### src/rtl/wall_pkg.sv
// Shared sprite geometry, palette types and the fixed 4-entry wall palette.
package wall_pkg;

  localparam int unsigned SPRITE_W = 48;
  localparam int unsigned SPRITE_H = 44;

  typedef logic [1:0]  pal_idx_t;
  typedef logic [23:0] rgb_t;

  // Index 0 is transparent and never drawn.
  localparam rgb_t PALETTE [4] = '{24'h000000, 24'h5A3A1E, 24'hA0A0A0, 24'hFFFFFF};

endpackage

### src/rtl/wall_addr_gen.sv
// Wall origin shadow registers and Stage A: scan position -> sprite RAM address.
// Horizontal mirroring is only built when WALL_FLIP_EN is defined.
module wall_addr_gen #(
  parameter int unsigned SPRITE_W = wall_pkg::SPRITE_W,
  parameter int unsigned SPRITE_H = wall_pkg::SPRITE_H
) (
  input  logic        Clk,
  input  logic        Reset_n,
  input  logic        frame_start,
  input  logic        pix_valid,
  input  logic [9:0]  DrawX,
  input  logic [9:0]  DrawY,
  input  logic [9:0]  wall_x,
  input  logic [9:0]  wall_y,
  input  logic        flip_h,
  output logic [18:0] read_address,
  output logic        in_box_a,
  output logic        pix_valid_a
);

  localparam int unsigned CW = $clog2(SPRITE_W);
  localparam int unsigned RW = $clog2(SPRITE_H);

  logic [9:0]         org_x_q, org_x_d;
  logic [9:0]         org_y_q, org_y_d;
  logic               flip_s;
  logic signed [10:0] dx, dy;
  logic               dx_ok, dy_ok, in_box;
  logic [CW-1:0]      col;
  logic [18:0]        row_base;
  logic [18:0]        read_address_q, read_address_d;
  logic               in_box_q, in_box_d;
  logic               pix_valid_q, pix_valid_d;

`ifdef WALL_FLIP_EN
  logic flip_s_q, flip_s_d;

  always_comb begin
    flip_s_d = frame_start ? flip_h : flip_s_q;
  end

  always_ff @(posedge Clk) begin
    if (!Reset_n) flip_s_q <= 1'b0;
    else          flip_s_q <= flip_s_d;
  end

  assign flip_s = flip_s_q;
`else
  logic unused_flip_h;
  assign unused_flip_h = flip_h;
  assign flip_s        = 1'b0;
`endif

  always_comb begin
    // Shadows update at the edge, so a pixel sharing the frame_start cycle still sees the old origin.
    org_x_d = frame_start ? wall_x : org_x_q;
    org_y_d = frame_start ? wall_y : org_y_q;

    dx    = 11'({1'b0, DrawX}) - 11'({1'b0, org_x_q});
    dy    = 11'({1'b0, DrawY}) - 11'({1'b0, org_y_q});
    dx_ok = !dx[10] && (dx[9:0] < 10'(SPRITE_W));
    dy_ok = !dy[10] && (dy[9:0] < 10'(SPRITE_H));
    in_box = pix_valid && dx_ok && dy_ok;

`ifdef WALL_FLIP_EN
    col = flip_s ? (CW'(SPRITE_W - 1) - dx[CW-1:0]) : dx[CW-1:0];
`else
    col = flip_s ? '0 : dx[CW-1:0];
`endif

    // Constant multiply dy*SPRITE_W as a sum of shifted copies.
    row_base = '0;
    for (int unsigned b = 0; b < 19; b++) begin
      if (SPRITE_W[b]) row_base = row_base + (19'(dy[RW-1:0]) << b);
    end

    read_address_d = in_box ? (row_base + 19'(col)) : '0;
    in_box_d       = in_box;
    pix_valid_d    = pix_valid;
  end

  always_ff @(posedge Clk) begin
    if (!Reset_n) begin
      org_x_q        <= '0;
      org_y_q        <= '0;
      read_address_q <= '0;
      in_box_q       <= 1'b0;
      pix_valid_q    <= 1'b0;
    end else begin
      org_x_q        <= org_x_d;
      org_y_q        <= org_y_d;
      read_address_q <= read_address_d;
      in_box_q       <= in_box_d;
      pix_valid_q    <= pix_valid_d;
    end
  end

  assign read_address = read_address_q;
  assign in_box_a     = in_box_q;
  assign pix_valid_a  = pix_valid_q;

endmodule

### src/rtl/wall_sprite_fetch.sv
// Wall sprite fetch: address generation, palette resolve (Stage B) and per-frame opaque pixel count.
// Optional macro WALL_FLIP_EN enables horizontal mirroring via flip_h.
module wall_sprite_fetch #(
  parameter int unsigned SPRITE_W = wall_pkg::SPRITE_W,
  parameter int unsigned SPRITE_H = wall_pkg::SPRITE_H
) (
  input  logic        Clk,
  input  logic        Reset_n,
  input  logic        frame_start,
  input  logic        pix_valid,
  input  logic [9:0]  DrawX,
  input  logic [9:0]  DrawY,
  input  logic [9:0]  wall_x,
  input  logic [9:0]  wall_y,
  input  logic        flip_h,
  output logic [18:0] read_address,
  input  logic [4:0]  ram_data,
  output logic [23:0] rgb,
  output logic        hit,
  output logic        rgb_valid,
  output logic [11:0] hit_count
);

  import wall_pkg::*;

  logic       in_box_a, pix_valid_a;
  logic       in_box_d_q, in_box_d_d;
  logic       pix_valid_d_q, pix_valid_d_d;
  pal_idx_t   idx;
  rgb_t       rgb_q, rgb_d;
  logic       hit_q, hit_d;
  logic       rgb_valid_q, rgb_valid_d;
  logic [11:0] acc_q, acc_d, acc_base;
  logic [11:0] hit_count_q, hit_count_d;
  logic [2:0] unused_ram_hi;

  assign unused_ram_hi = ram_data[4:2];

  wall_addr_gen #(
    .SPRITE_W (SPRITE_W),
    .SPRITE_H (SPRITE_H)
  ) u_addr_gen (
    .Clk          (Clk),
    .Reset_n      (Reset_n),
    .frame_start  (frame_start),
    .pix_valid    (pix_valid),
    .DrawX        (DrawX),
    .DrawY        (DrawY),
    .wall_x       (wall_x),
    .wall_y       (wall_y),
    .flip_h       (flip_h),
    .read_address (read_address),
    .in_box_a     (in_box_a),
    .pix_valid_a  (pix_valid_a)
  );

  always_comb begin
    in_box_d_d    = in_box_a;
    pix_valid_d_d = pix_valid_a;

    idx         = ram_data[1:0];
    hit_d       = in_box_d_q && (idx != 2'd0);
    rgb_d       = hit_d ? PALETTE[idx] : '0;
    rgb_valid_d = pix_valid_d_q;

    // A hit landing on the frame_start cycle belongs to the new frame.
    hit_count_d = frame_start ? acc_q : hit_count_q;
    acc_base    = frame_start ? '0 : acc_q;
    acc_d       = (hit_q && (acc_base != '1)) ? acc_base + 12'd1 : acc_base;
  end

  always_ff @(posedge Clk) begin
    if (!Reset_n) begin
      in_box_d_q    <= 1'b0;
      pix_valid_d_q <= 1'b0;
      rgb_q         <= '0;
      hit_q         <= 1'b0;
      rgb_valid_q   <= 1'b0;
      acc_q         <= '0;
      hit_count_q   <= '0;
    end else begin
      in_box_d_q    <= in_box_d_d;
      pix_valid_d_q <= pix_valid_d_d;
      rgb_q         <= rgb_d;
      hit_q         <= hit_d;
      rgb_valid_q   <= rgb_valid_d;
      acc_q         <= acc_d;
      hit_count_q   <= hit_count_d;
    end
  end

  assign rgb       = rgb_q;
  assign hit       = hit_q;
  assign rgb_valid = rgb_valid_q;
  assign hit_count = hit_count_q;

endmodule
### config.mk
export PLATFORM = sky130hd
export DESIGN_NAME = wall_sprite_fetch
export DESIGN_NICKNAME = d
export VERILOG_FILES = /design/src/rtl/wall_pkg.sv /design/src/rtl/wall_addr_gen.sv /design/src/rtl/wall_sprite_fetch.sv
export SDC_FILE = /design/constraint.sdc
export NUM_CORES = 1
export LEC_CHECK = 0
export ABC_AREA = 1
export CAP_MARGIN = 30
export CORE_UTILIZATION = 40
export CTS_CLUSTER_DIAMETER = 120
export DETAILED_ROUTE_END_ITERATION = 16
export DONT_BUFFER_PORTS = 1
export PLACE_DENSITY = 0.5
export SLEW_MARGIN = 5
export SYNTH_ARGS = -nofsm -noshare
export SYNTH_HDL_FRONTEND = slang
export SYNTH_HIERARCHICAL = 1
export SYNTH_SLANG_ARGS = --single-unit
### constraint.sdc
create_clock -name Clk -period 5.21 [get_ports Clk]
set_input_delay 1.563 -clock Clk [delete_from_list [all_inputs] [get_ports Clk]]
set_output_delay 1.563 -clock Clk [all_outputs]
set_load 0.01 [all_outputs]
==> results.sh, run 1 <==
export IMPL_drv_cap=0
export IMPL_cts_buffers=9
export IMPL_synth_yosys_seq_area_share_pct=32.3
export IMPL_vias_per_cell=4.71
export IMPL_die_h_um=103
export IMPL_hp_class="reg -> reg"
export IMPL_finClkSkew_ns=0.00821
export IMPL_n_antenna_cell=0
export IMPL_fin_crit_ns=4.14
export IMPL_seqCellArea_mm2=0.00132
export IMPL_dr_pass1_iters=4
export IMPL_setup_viol=0
export IMPL_crit_start="DrawY[0]"
export IMPL_synthArstFlopShare_pct=0
export IMPL_ctsResizeCount=0
export IMPL_r2r_slack_ns=1.99
export IMPL_endpoint_kind="flip-flop"
export IMPL_ir_drop_uv=139
export IMPL_grt_pass1_wl_um=13600
export IMPL_routedWlPerCell_um=11.9
export IMPL_grt_pass1_vias=3079
export IMPL_dp_cells=686
export IMPL_ctsHtreeMaxLevel=3
export IMPL_drive_above_1_share_pct=6.85
export IMPL_synth_area_mm2=0.00410
export IMPL_r2r_start="u_addr_gen/org_x_q[2]"
export IMPL_num_vias=3306
export IMPL_multi_input_area_mm2=0.00217
export IMPL_ctsHoldBuffers=0
export IMPL_numPortBuffers=0
export IMPL_hold_ws_ns=0.413
export IMPL_dp_hpwl_um=6330
export IMPL_insertion_delay_ns=0.34
export IMPL_finalPower_w=0.00137
export IMPL_status="complete, no violations"
export IMPL_worstPathArrival_ns=4.41
export IMPL_clkTransAtPathRegs_ns=0.07
export IMPL_cts_tree="built"
export IMPL_post_cts_buffers=0
export IMPL_cts_buffer_depth=2
export IMPL_cp_required_ns=5.48
export IMPL_final_fill_count=1057
export IMPL_area_delta_synth_final_pct=3.88
export IMPL_grt_ovfl_total=0
export IMPL_relSlewSlack_pct=30.9
export IMPL_drv_slew=0
export IMPL_top_level_ports=107
export IMPL_synth_edff_count=0
export IMPL_initial_utilization_pct=41.5
export IMPL_core_mm2=0.00986
export IMPL_critPathKind="in -> reg"
export IMPL_fin_nets=652
export IMPL_place_gp_congestion=0.811
export IMPL_synth_area_per_cell_um2=6.96
export IMPL_r2r_end="u_addr_gen/read_address[11]"
export IMPL_fp_dieW_um=103
export IMPL_routed_wl_um=8380
export IMPL_synth_warnings=6
export IMPL_endpoint="u_addr_gen/read_address[1]"
export IMPL_max_freq_ghz=0.241
export IMPL_cts_sinks=66
export IMPL_timing_final_crit_share_pct=79.5
export IMPL_synth_distinct_cells=30
export IMPL_drt_iter0_drc=71
export IMPL_synthCells=588
export IMPL_worstRegToRegCells=19
export IMPL_leakage_nw=2.08
export IMPL_synth_flop_cell="dfxtp_1"
export IMPL_antenna_found_initial=0
export IMPL_p_per_area_mw_per_mm2=321
export IMPL_die_area_mm2=0.0106
export IMPL_fin_tns_setup_ns=0
export IMPL_hold_viol=0
export IMPL_grt_usage_pct=16.8
export IMPL_rsz0062_at_grt="false"
export IMPL_cts_root_buf="clkbuf_8"
export IMPL_drc=0
export IMPL_tightest_slew_ns=1.03
export IMPL_worstPathMaxFanout=13
export IMPL_rows=36
export IMPL_instances_no_fill=702
export IMPL_ys_ff_latch=66
export IMPL_startpoint_type="input pin"
export IMPL_grt_max_degree=50
export IMPL_detail_route_antenna_nets=0
[placed cells by master, fill, tap and decap left out, types with 3 or more instances in the layout]
cell	netlist	final
inv_1	90	90
xnor2_1	5	5
nor2_1	70	70
dfxtp_1	66	66
nand2_1	119	119
fa_1	4	4
clkbuf_8	0	10
nor2_2	12	12
o21ai_0	35	35
nand3_1	33	33
nor3_1	4	4
xor2_1	6	6
conb_1	1	7
a21oi_1	44	44
ha_1	34	34
nand3_2	3	3
clkinv_2	1	3
nand3b_1	4	4
nand4_1	3	3
[cells by family after synthesis]
family / after synthesis / synth area share (%)
compound gates: 84 / 10.6
xor+xnor: 11 / 2.35
fa+ha+maj: 38 / 12.3
buf+inv: 134 / 15.2
flops: 66 / 32.3
other cells: 1 / 0.0916
simple gates: 254 / 27.2
[area by class of cell]
class	instances	area share (%)
Clock buffer	11	3.32
Clock inverter	5	1.82
Inverter	92	8.15
Multi-Input combinational cell	394	51.1
Sequential cell	66	31.1
Tap cell	133	3.91
Timing Repair Buffer	1	0.647
[layer usage]
metal  track usage (%)  wire [um]  vias up
met2              29.6       3950       75
met3              3.90        401       13
li1                  -          -     1758
met4              8.23        161        0
met1              19.2       3880     1460
met5                 0          0        -
[worst min-delay path by stage]
stage,from,end,slack [ns],cells past startpoint
2_1_floorplan,u_addr_gen/in_box_a,in_box_d_q,0.39,2
3_5_place_dp,pix_valid_d_q,rgb_valid,0.40,2
6_report,pix_valid_d_q,rgb_valid,0.41,2
3_3_place_gp,u_addr_gen/in_box_a,in_box_d_q,0.40,2
4_1_cts,pix_valid_d_q,rgb_valid,0.42,2
5_1_grt,u_addr_gen/in_box_a,in_box_d_q,0.44,2
[synth_stat cells, types with 2 or more instances]
cell type	n	area share, %
a21o_1	2	0.37
a21oi_1	44	5.4
buf_2	2	0.24
buf_4	27	4.9
buf_6	2	0.55
clkbuf_1	11	1.0
dfxtp_1	66	32
fa_1	4	2.0
ha_1	34	10
inv_1	90	8.2
nand2_1	119	11
nand2_2	2	0.31
nand3_1	33	4.0
nand3_2	3	0.73
nand3b_1	4	0.73
nand4_1	3	0.46
nor2_1	70	6.4
nor2_2	12	1.8
nor2_4	2	0.55
nor3_1	4	0.49
o21ai_0	35	4.3
o21bai_1	2	0.37
xnor2_1	5	1.1
xor2_1	6	1.3
[metrics by stage]
step           util, %  area, um2  worst slack, ns
2_1_floorplan        -       4120             1.01
3_3_place_gp      40.6       4010            0.721
3_5_place_dp      40.9       4040            0.708
4_1_cts           43.1       4250             1.06
5_1_grt           43.1       4250            0.889
6_report          43.1       4250             1.07
[where the power goes]
group          leakage, nW  internal (W)  switching (W)
combinational         1.43      0.000140       0.000211
sequential           0.539      0.000520     0.00000796
clock                0.109      0.000281       0.000207
total                 2.08      0.000941       0.000426
[critical path: stages]
cell,delay [ns]
inv_1,0.03
ha_1,0.22
fa_1,0.43
o21bai_1,0.25
xor2_1,0.33
inv_1,0.11
ha_1,0.21
a211oi_1,0.30
nand2_1,0.09
nor2_1,0.15
nand3_1,0.08
nor2_1,0.12
nand3_2,0.32
nor2_1,0.19
[state kept, by name (all words and copies together), names as in the netlist]
name / count
acc_q: 12
hit: 1
hit_count: 12
in_box_d_q: 1
pix_valid_d_q: 1
rgb: 4
rgb_valid: 1
u_addr_gen/in_box_a: 1
u_addr_gen/org_x_q: 10
u_addr_gen/org_y_q: 10
u_addr_gen/pix_valid_a: 1
u_addr_gen/read_address: 12
Note: power is estimated with default switching activity, not from simulation.
==> inputs of run 2 (changes only) <==
Settings changed: PLACE_DENSITY 0.5 to 0.52.
Clock period 5.21 ns to 3.7 ns, I/O delays scaled along.
==> run 2 against run 1 <==
  * Clock power up 12%
  * Clock-buffer cell count stayed put
  * Register-to-register slack got worse by 1.3 ns
  * Flip-flop and latch count stayed put
  * Sequential power is 41% higher
  * Routed wire length shrank 1.9%
  * Via count increased by 1.9%
  * Global-route usage shrank 0.35 points
  * Non-clock buffer count grew 20
  * Highest routed layer unchanged
==> results.sh, run 2 (synthesis results as in run 1) <==
export IMPL_crit_chain="inv_1 -> ha_1 -> fa_1 -> fa_1 -> inv_1 -> ha_1 -> fa_1 -> a21o_1 -> a21oi_2 -> o21ai_0 -> a21oi_1 -> nor2_2"
export IMPL_cp_required_ns=3.95
export IMPL_fp_dieW_um=103
export IMPL_post_cts_buffers=0
export IMPL_swShare_pct=33.1
export IMPL_slowest_delay_ns=0.55
export IMPL_vias_per_cell=4.66
export IMPL_cts_buffer_depth=2
export IMPL_finalWorstSetupSlack_ns=0.265
export IMPL_crit_top_cell="fa_1"
export IMPL_final_core_util_pct=44.7
export IMPL_p_comb_share_pct=29.3
export IMPL_core_mm2=0.00986
export IMPL_r2r_slack_ns=0.70
export IMPL_grt_pass1_vias=2989
export IMPL_die_area_mm2=0.0106
export IMPL_ctsHoldBuffers=0
export IMPL_layout_common_cells="119 x nand2_1, 90 x inv_1, 70 x nor2_1"
export IMPL_cts_tree="built"
export IMPL_drv_cap=0
export IMPL_drc=0
export IMPL_hold_viol=0
export IMPL_fin_crit_ns=3.43
export IMPL_cts_root_buf="clkbuf_8"
export IMPL_layout_commonest_cell="nand2_1"
export IMPL_grt_pass1_wl_um=13400
export IMPL_worstRegToRegCells=17
export IMPL_critPathKind="in -> reg"
export IMPL_hold_depth=2
export IMPL_fin_nets=672
export IMPL_dr_pass1_iters=5
export IMPL_grt_usage_pct=16.5
export IMPL_path_depth=12
export IMPL_setup_viol=0
export IMPL_hp_class="reg -> reg"
export IMPL_status="complete, no violations"
export IMPL_rows=36
export IMPL_antenna_found_initial=0
export IMPL_cts_buffers=9
export IMPL_routed_wl_um=8230
export IMPL_finalPower_w=0.00182
export IMPL_fin_tns_setup_ns=0
export IMPL_num_vias=3368
export IMPL_dp_hpwl_um=6310
export IMPL_final_fill_count=1047
export IMPL_ctsResizeCount=0
export IMPL_place_gp_congestion=0.795
export IMPL_die_h_um=103
export IMPL_detail_route_antenna_nets=0
export IMPL_worstPathMaxFanout=2
export IMPL_drive_above_1_share_pct=10.4
export IMPL_drt_iter0_drc=86
export IMPL_pwr_share_seq_pct=40.8
export IMPL_p_per_area_mw_per_mm2=414
export IMPL_top_level_ports=107
export IMPL_timing_final_crit_share_pct=92.8
export IMPL_insertion_delay_ns=0.35
export IMPL_relSlewSlack_pct=55.4
export IMPL_cts_sinks=66
export IMPL_endpoint_kind="flip-flop"
export IMPL_pre_cts_slack_ns=-0.108
export IMPL_max_freq_ghz=0.291
export IMPL_clockPowerShare_pct=29.9
export IMPL_n_antenna_cell=0
export IMPL_place_area_mm2=0.00423
export IMPL_tightest_slew_ns=0.668
export IMPL_startpoint_type="input pin"
export IMPL_ctsHtreeMaxLevel=3
export IMPL_routedWlPerCell_um=11.4
export IMPL_fin_area_mm2=0.00441
export IMPL_clkTransAtPathRegs_ns=0.08
export IMPL_area_delta_synth_final_pct=7.58
export IMPL_initial_utilization_pct=41.5
export IMPL_finClkSkew_ns=0.0146
export IMPL_slowest_stage="fa_1"
export IMPL_rsz0062_at_grt="false"
export IMPL_switching_power_w=0.000604
export IMPL_worstPathArrival_ns=3.68
export IMPL_ir_drop_uv=172
export IMPL_grt_max_degree=50
export IMPL_intPower_w=0.00122
export IMPL_cpLargestDelayFamily="adder cells"
export IMPL_numPortBuffers=0
export IMPL_drv_slew=0
export IMPL_path_buf_inv=2
export IMPL_grt_ovfl_total=0
export IMPL_leakage_nw=2.16
-- run 2: worst reg2reg max path: cells and delay by family, from the launching register on --
family                   cells  cell delay [ns]
buffers and inverters        2             0.11
AND/OR/NAND/NOR              7             0.52
adder cells (fa/ha/maj)      4             1.37
flip-flops                   1             0.31
AO/OA/AOI/OAI                4             0.59
-- run 2: area by class of cell --
| class | instances | area (um2) | area share [%] |
|---|---|---|---|
| Clock buffer | 11 | 141 | 3.21 |
| Multi-Input combinational cell | 394 | 2190 | 49.7 |
| Sequential cell | 66 | 1320 | 30.0 |
| Timing Repair Buffer | 21 | 210 | 4.77 |
| Inverter | 92 | 347 | 7.87 |
| Clock inverter | 5 | 30.0 | 0.682 |
| Tap cell | 133 | 166 | 3.78 |
-- run 2: path summary, 6_finish.rpt --
kind	start	endpoint
max	DrawY[0]	u_addr_gen/read_address[11]
min	u_addr_gen/pix_valid_a	pix_valid_d_q
max reg2reg	u_addr_gen/org_x_q[1]	u_addr_gen/read_address[11]
min reg2reg	u_addr_gen/pix_valid_a	pix_valid_d_q
-- run 2: through the flow --
stage | cells | hold WS, ns
2_1_floorplan | 594 | 0.390
3_3_place_gp | 704 | 0.396
3_5_place_dp | 706 | 0.398
4_1_cts | 722 | 0.417
5_1_grt | 722 | 0.437
6_report | 722 | 0.413
-- run 2: power by group through the flow --
stage / Clock [W] / Combinational, W / Sequential, W
after floorplan: 0 / 0.000429 / 0.000759
after global routing: 0.000606 / 0.000621 / 0.000747
after CTS: 0.000575 / 0.000542 / 0.000745
after detailed placement: 0 / 0.000537 / 0.000761
final: 0.000545 / 0.000534 / 0.000744
after global placement: 0 / 0.000528 / 0.000761
-- run 2: metal layers --
metal | global-route usage [%] | share of wire, %
met1 | 21.0 | 47
met2 | 27.0 | 47
met3 | 2.89 | 4.6
met4 | 8.02 | 1.9
met5 | 0 | 0
